`src/rtl/pipe_stage_reg_pkg.sv`:
```
// rtl/pipe_stage_reg_pkg.sv - shared state encoding and register-address width for pipeline stages
package pipe_stage_reg_pkg;

   localparam int REG_ADDR_W = 5;

   typedef enum logic [1:0] {
      ST_EMPTY = 2'd0,
      ST_ONE   = 2'd1,
      ST_TWO   = 2'd2
   } stage_state_t;

endpackage

```
`src/rtl/pipe_stage_reg_entry.sv`:
```
// rtl/pipe_stage_reg_entry.sv - one held pipeline entry {valid, data, rd_addr, rd_valid}
module pipe_entry_reg #(
   parameter int DATA_W         = 128,
   parameter int RD_W           = 5,
   parameter int CLEAR_ON_FLUSH = 0
) (
   input  logic              clk,
   input  logic              rst,
   input  logic              flush,
   input  logic              load,
   input  logic              clear,
   input  logic [DATA_W-1:0] d_data,
   input  logic [RD_W-1:0]   d_rd_addr,
   input  logic              d_rd_valid,
   output logic              q_valid,
   output logic [DATA_W-1:0] q_data,
   output logic [RD_W-1:0]   q_rd_addr,
   output logic              q_rd_valid
);

   always_ff @(posedge clk) begin
      if (rst) begin
         q_valid    <= 1'b0;
         q_data     <= '0;
         q_rd_addr  <= '0;
         q_rd_valid <= 1'b0;
      end else if (flush) begin
         q_valid    <= 1'b0;
         q_rd_valid <= 1'b0;
         if (CLEAR_ON_FLUSH != 0) begin
            q_data    <= '0;
            q_rd_addr <= '0;
         end
      end else if (load) begin
         q_valid    <= 1'b1;
         q_data     <= d_data;
         q_rd_addr  <= d_rd_addr;
         q_rd_valid <= d_rd_valid;
      end else if (clear) begin
         // a consumed entry must never look like a writer to forwarding logic
         q_valid    <= 1'b0;
         q_rd_valid <= 1'b0;
      end
   end

endmodule

```
`src/rtl/pipe_stage_reg.sv`:
```
// rtl/pipe_stage_reg.sv - valid/ready pipeline stage register with flush and optional skid entry
module pipe_stage_reg
   import pipe_stage_reg_pkg::*;
#(
   parameter int DATA_W         = 128,
   parameter int RD_W           = REG_ADDR_W,
   parameter int SKID_EN        = 1,
   parameter int CLEAR_ON_FLUSH = 0
) (
   input  logic              clk,
   input  logic              rst,
   input  logic              flush,
   input  logic              in_valid,
   output logic              in_ready,
   input  logic [DATA_W-1:0] in_data,
   input  logic [RD_W-1:0]   in_rd_addr,
   input  logic              in_rd_valid,
   output logic              out_valid,
   input  logic              out_ready,
   output logic [DATA_W-1:0] out_data,
   output logic [RD_W-1:0]   out_rd_addr,
   output logic              out_rd_valid,
   output logic [1:0]        occupancy
);

   stage_state_t      state, state_nx;
   logic              in_xfer, out_xfer;
   logic              head_load, head_clear, skid_load, skid_clear;
   logic              head_valid, head_rd_valid;
   logic [DATA_W-1:0] head_d_data;
   logic [RD_W-1:0]   head_d_rd_addr;
   logic              head_d_rd_valid;
   logic              skid_valid, skid_rd_valid;
   logic [DATA_W-1:0] skid_data;
   logic [RD_W-1:0]   skid_rd_addr;

   assign in_xfer  = in_valid && in_ready;
   assign out_xfer = out_valid && out_ready;

   always_ff @(posedge clk) begin
      if (rst || flush) state <= ST_EMPTY;
      else              state <= state_nx;
   end

   // without a skid entry in_ready in ONE needs out_ready, so ONE never goes to TWO
   always_comb begin
      state_nx = state;
      case (state)
         ST_EMPTY: if (in_xfer) state_nx = ST_ONE;
         ST_ONE: begin
            if (in_xfer && !out_xfer)      state_nx = ST_TWO;
            else if (!in_xfer && out_xfer) state_nx = ST_EMPTY;
         end
         ST_TWO:   if (out_xfer) state_nx = ST_ONE;
         default:  state_nx = ST_EMPTY;
      endcase
   end

   always_comb begin
      head_load       = 1'b0;
      head_clear      = 1'b0;
      skid_load       = 1'b0;
      skid_clear      = 1'b0;
      head_d_data     = in_data;
      head_d_rd_addr  = in_rd_addr;
      head_d_rd_valid = in_rd_valid;
      if (SKID_EN != 0) in_ready = !rst && (state != ST_TWO);
      else              in_ready = !rst && ((state == ST_EMPTY) || out_ready);
      case (state)
         ST_EMPTY: head_load = in_xfer;
         ST_ONE: begin
            head_load  = in_xfer && out_xfer;
            head_clear = out_xfer && !in_xfer;
            skid_load  = in_xfer && !out_xfer;
         end
         ST_TWO: begin
            head_load       = out_xfer;
            skid_clear      = out_xfer;
            head_d_data     = skid_data;
            head_d_rd_addr  = skid_rd_addr;
            head_d_rd_valid = skid_rd_valid;
         end
         default: ;
      endcase
   end

   pipe_entry_reg #(
      .DATA_W(DATA_W), .RD_W(RD_W), .CLEAR_ON_FLUSH(CLEAR_ON_FLUSH)
   ) u_head (
      .clk(clk), .rst(rst), .flush(flush), .load(head_load), .clear(head_clear),
      .d_data(head_d_data), .d_rd_addr(head_d_rd_addr), .d_rd_valid(head_d_rd_valid),
      .q_valid(head_valid), .q_data(out_data), .q_rd_addr(out_rd_addr),
      .q_rd_valid(head_rd_valid)
   );

   generate
      if (SKID_EN != 0) begin : g_skid
         pipe_entry_reg #(
            .DATA_W(DATA_W), .RD_W(RD_W), .CLEAR_ON_FLUSH(CLEAR_ON_FLUSH)
         ) u_skid (
            .clk(clk), .rst(rst), .flush(flush), .load(skid_load), .clear(skid_clear),
            .d_data(in_data), .d_rd_addr(in_rd_addr), .d_rd_valid(in_rd_valid),
            .q_valid(skid_valid), .q_data(skid_data), .q_rd_addr(skid_rd_addr),
            .q_rd_valid(skid_rd_valid)
         );
      end else begin : g_no_skid
         logic unused_skid_ctl;
         assign unused_skid_ctl = skid_load | skid_clear;
         assign skid_valid      = 1'b0;
         assign skid_data       = '0;
         assign skid_rd_addr    = '0;
         assign skid_rd_valid   = 1'b0;
      end
   endgenerate

   assign out_valid    = head_valid;
   assign out_rd_valid = head_rd_valid && head_valid;
   assign occupancy    = {1'b0, head_valid} + {1'b0, skid_valid};

endmodule

```
`config.mk`:
```
export PLATFORM = sky130hd
export DESIGN_NAME = pipe_stage_reg
export DESIGN_NICKNAME = d
export VERILOG_FILES = /design/src/rtl/pipe_stage_reg_pkg.sv /design/src/rtl/pipe_stage_reg_entry.sv /design/src/rtl/pipe_stage_reg.sv
export SDC_FILE = /design/constraint.sdc
export NUM_CORES = 1
export LEC_CHECK = 0
export ABC_CLOCK_PERIOD_IN_PS = 3450
export CORE_ASPECT_RATIO = 1.1
export CORE_MARGIN = 2
export CORE_UTILIZATION = 49
export DETAILED_ROUTE_END_ITERATION = 10
export GPL_TIMING_DRIVEN = 0
export PLACE_DENSITY = 0.8
export SYNTH_ARGS = -nofsm -noshare
export SYNTH_HDL_FRONTEND = slang
export SYNTH_SLANG_ARGS = --single-unit
```
`constraint.sdc`:
```
create_clock -name clk -period 3.45 [get_ports clk]
set_input_delay 0.69 -clock clk [delete_from_list [all_inputs] [get_ports clk]]
set_output_delay 0.69 -clock clk [all_outputs]
set_load 0.05 [all_outputs]
```
==> metrics.txt <==
crit path max fanout 19; Inst Count DP 1788; chip width 146 microns; H-tree depth 1; Worst-Margin Slew 761 ps; Simple-Gate Fraction of Synth Area 15.0%; CTS tree yes; compound-gate portion of the synthesized area 17.7%; Pwr Density 474 nW/um^2; Max-slew headroom 49.3%; DRT Pass-1 Iters 5; count of final max-slew check failures 0; Post-Synth Adder-Cell Area 0.458%; maximum vdd ir drop 331 uV; status finished, final reports clean; Routed WL per cell 16.7 microns; CTS sink count 272; Starting Density 49.7%; final hold violations 0; Synth Area in XOR/XNOR 0%; row count 57; Die ar. 23500 sq um; hold buffers post-CTS 0; All-Layer GR Usage 25.1%; final setup vio count 0; DRC Markers 0; FF+latch count, synth 272; Final Worst Setup Slack 183 ps; pre-CTS setup slack -474 ps; core area 22000 sq um; synthesized instance count 1218; Max Clk Rate 306 MHz; slowest cell on the critical path clkdlybuf4s50_1; minimum clock period 3270 ps; main combinational cell family by area after synthesis compound AO/OA/AOI/OAI gates; Setup crit end kind output pin; initial DRC count 522; FF-to-FF setup slack 530 ps; Worst Path Arrival 2580 ps; Overall Power 7.06 mW; Clock transition at path regs 60 ps; GRT Residual Overflow 0; period utilization 94.7%; leakage 5.97 nW; post-synthesis mux area share 12.4%; unrepaired setup endpoints after global routing no; Placer Congestion 0.863; Root Buffer clkbuf_16; vias in the first global route 9309; CP startpoint kind input port; Port Buffers 275; final wirelength 30.6 mm; Required @ worst endpoint 2760 ps; HPWL Detailed 22.1 mm; Seq/Total Area, Yosys 49.8%; MaxCap Viol Count 0; IO Count 277; Mapped Area 10900 sq um; fillcell total 1841; final clock skew 12.0 ps; synth warn 0; setup TNS 0 ps; synthesized area per cell 8.97 sq um; Hold WC Path Type flip-flop to flip-flop; via count 9666; largest net degree at the start of global routing 20; first-pass GRT wire length 48.2 mm; Routed Antenna Nets 0; share of layout cells above drive strength 1 8.72%; total CTS buffers 27; Clock Latency Late Sink 530 ps; post-synth cell types 26; die height 161 microns; fin nets 1662; non-filler instance count after layout 1834; kind of critical path input port to output pin; Bufs on Longest Clock Path 3; initial antenna violation count 1; P&R area growth vs syn 36.3%; syn_nets 1361; worst-path cell chain clkbuf_1 -> clkbuf_2 -> nor2_1 -> clkdlybuf4s50_1; slowest stage delay, CP 760 ps; vias per inst 5.27
==> per-stage QoR <==
step / util, % / cell area [sq um] / hold WS [ps]
2_1_floorplan: - / 10900 / 436
3_5_place_dp: 63.9 / 14000 / 446
6_report: 67.8 / 14900 / 453
4_1_cts: 67.7 / 14900 / 454
3_3_place_gp: 63.9 / 14000 / 441
5_1_grt: 67.7 / 14900 / 467
==> routing by layer <==
layer | global-route usage [%] | share of wire (%)
met5 | 0 | 0
met4 | 10.7 | 3.9
met3 | 4.66 | 5.8
met2 | 43.2 | 48
met1 | 30.8 | 42
==> registers in the layout, indices dropped and copies added, names as in the netlist <==
signal / cells
u_head.q_data: 128
u_head.q_rd_valid: 1
g_skid.u_skid.q_rd_valid: 1
u_head.q_valid: 1
u_head.q_rd_addr: 5
g_skid.u_skid.q_data: 128
g_skid.u_skid.q_rd_addr: 5
state: 2
g_skid.u_skid.q_valid: 1
==> cell families (layout without fill, tap and decap cells) <==
family | Yosys count | count (layout)
compound gates | 274 | 274
simple gates | 425 | 425
mux | 135 | 135
buf+inv | 108 | 427
other cells | 0 | 2
fa+ha+maj | 4 | 4
flops | 272 | 272
==> final timing paths <==
check	start	endpoint	depth (start not counted)
max	rst	in_ready	4
min	g_skid.u_skid.q_rd_addr[2]	g_skid.u_skid.q_rd_addr[2]	2
max reg2reg	state[0]	g_skid.u_skid.q_data[36]	13
min reg2reg	g_skid.u_skid.q_rd_addr[2]	g_skid.u_skid.q_rd_addr[2]	2
==> synthesized netlist by cell type (all sizes together) <==
library cell | n | area share [%]
a211oi | 133 | 11
nand2 | 271 | 9.3
or2 | 2 | 0.11
mux2i | 134 | 12
dfxtp | 272 | 50
mux2 | 1 | 0.10
nor2b | 1 | 0.057
buf | 36 | 2.1
a21oi | 138 | 6.3
and2 | 1 | 0.057
clkbuf | 69 | 2.4
or3b | 1 | 0.080
or4b | 1 | 0.13
a21o | 1 | 0.069
a31oi | 2 | 0.25
ha | 4 | 0.46
nand4b | 1 | 0.080
nand2b | 1 | 0.057
nor2 | 141 | 4.8
nand3b | 4 | 0.27
nand3 | 1 | 0.046
inv | 3 | 0.10
==> layout by cell type, fill, tap and decap left out, types with 9 or more instances in the layout <==
master,count
clkbuf_1,64
a211oi_1,91
buf_2,19
clkinv_2,9
buf_4,14
mux2i_1,134
a21oi_1,138
dfxtp_1,272
nor2_1,140
clkbuf_16,27
a211oi_2,42
clkdlybuf4s50_1,275
nand2_1,271
==> layout make-up <==
type	count	area (sq um)	share of cell area [%]
buffer	102	487	3.27
antenna	2	5.00	0.0336
timing repair buffer	275	2750	18.5
tap	295	369	2.48
clock buffer	35	736	4.94
multi-input combinational	838	4990	33.5
sequential	272	5450	36.6
inverter	3	11.3	0.0757
clock inverter	12	90.1	0.605
==> critical path, delay by kind of cell <==
family | cells | cell delay, ps
buffers and inverters | 3 | 1770
AND/OR/NAND/NOR | 1 | 110
==> power by group <==
| part | switching, mW | internal (mW) |
|---|---|---|
| logic | 0.598 | 0.397 |
| clock network | 1.21 | 1.57 |
| registers | 0.0498 | 3.23 |
==> timing repair <==
item                                    in CTS  in global routing
endpoints found under the setup margin      71                 70
gates cloned                                 0                  0
resized for setup                            7                  7
setup buffers                                0                  0
Note: power is estimated with default switching activity, not from simulation.
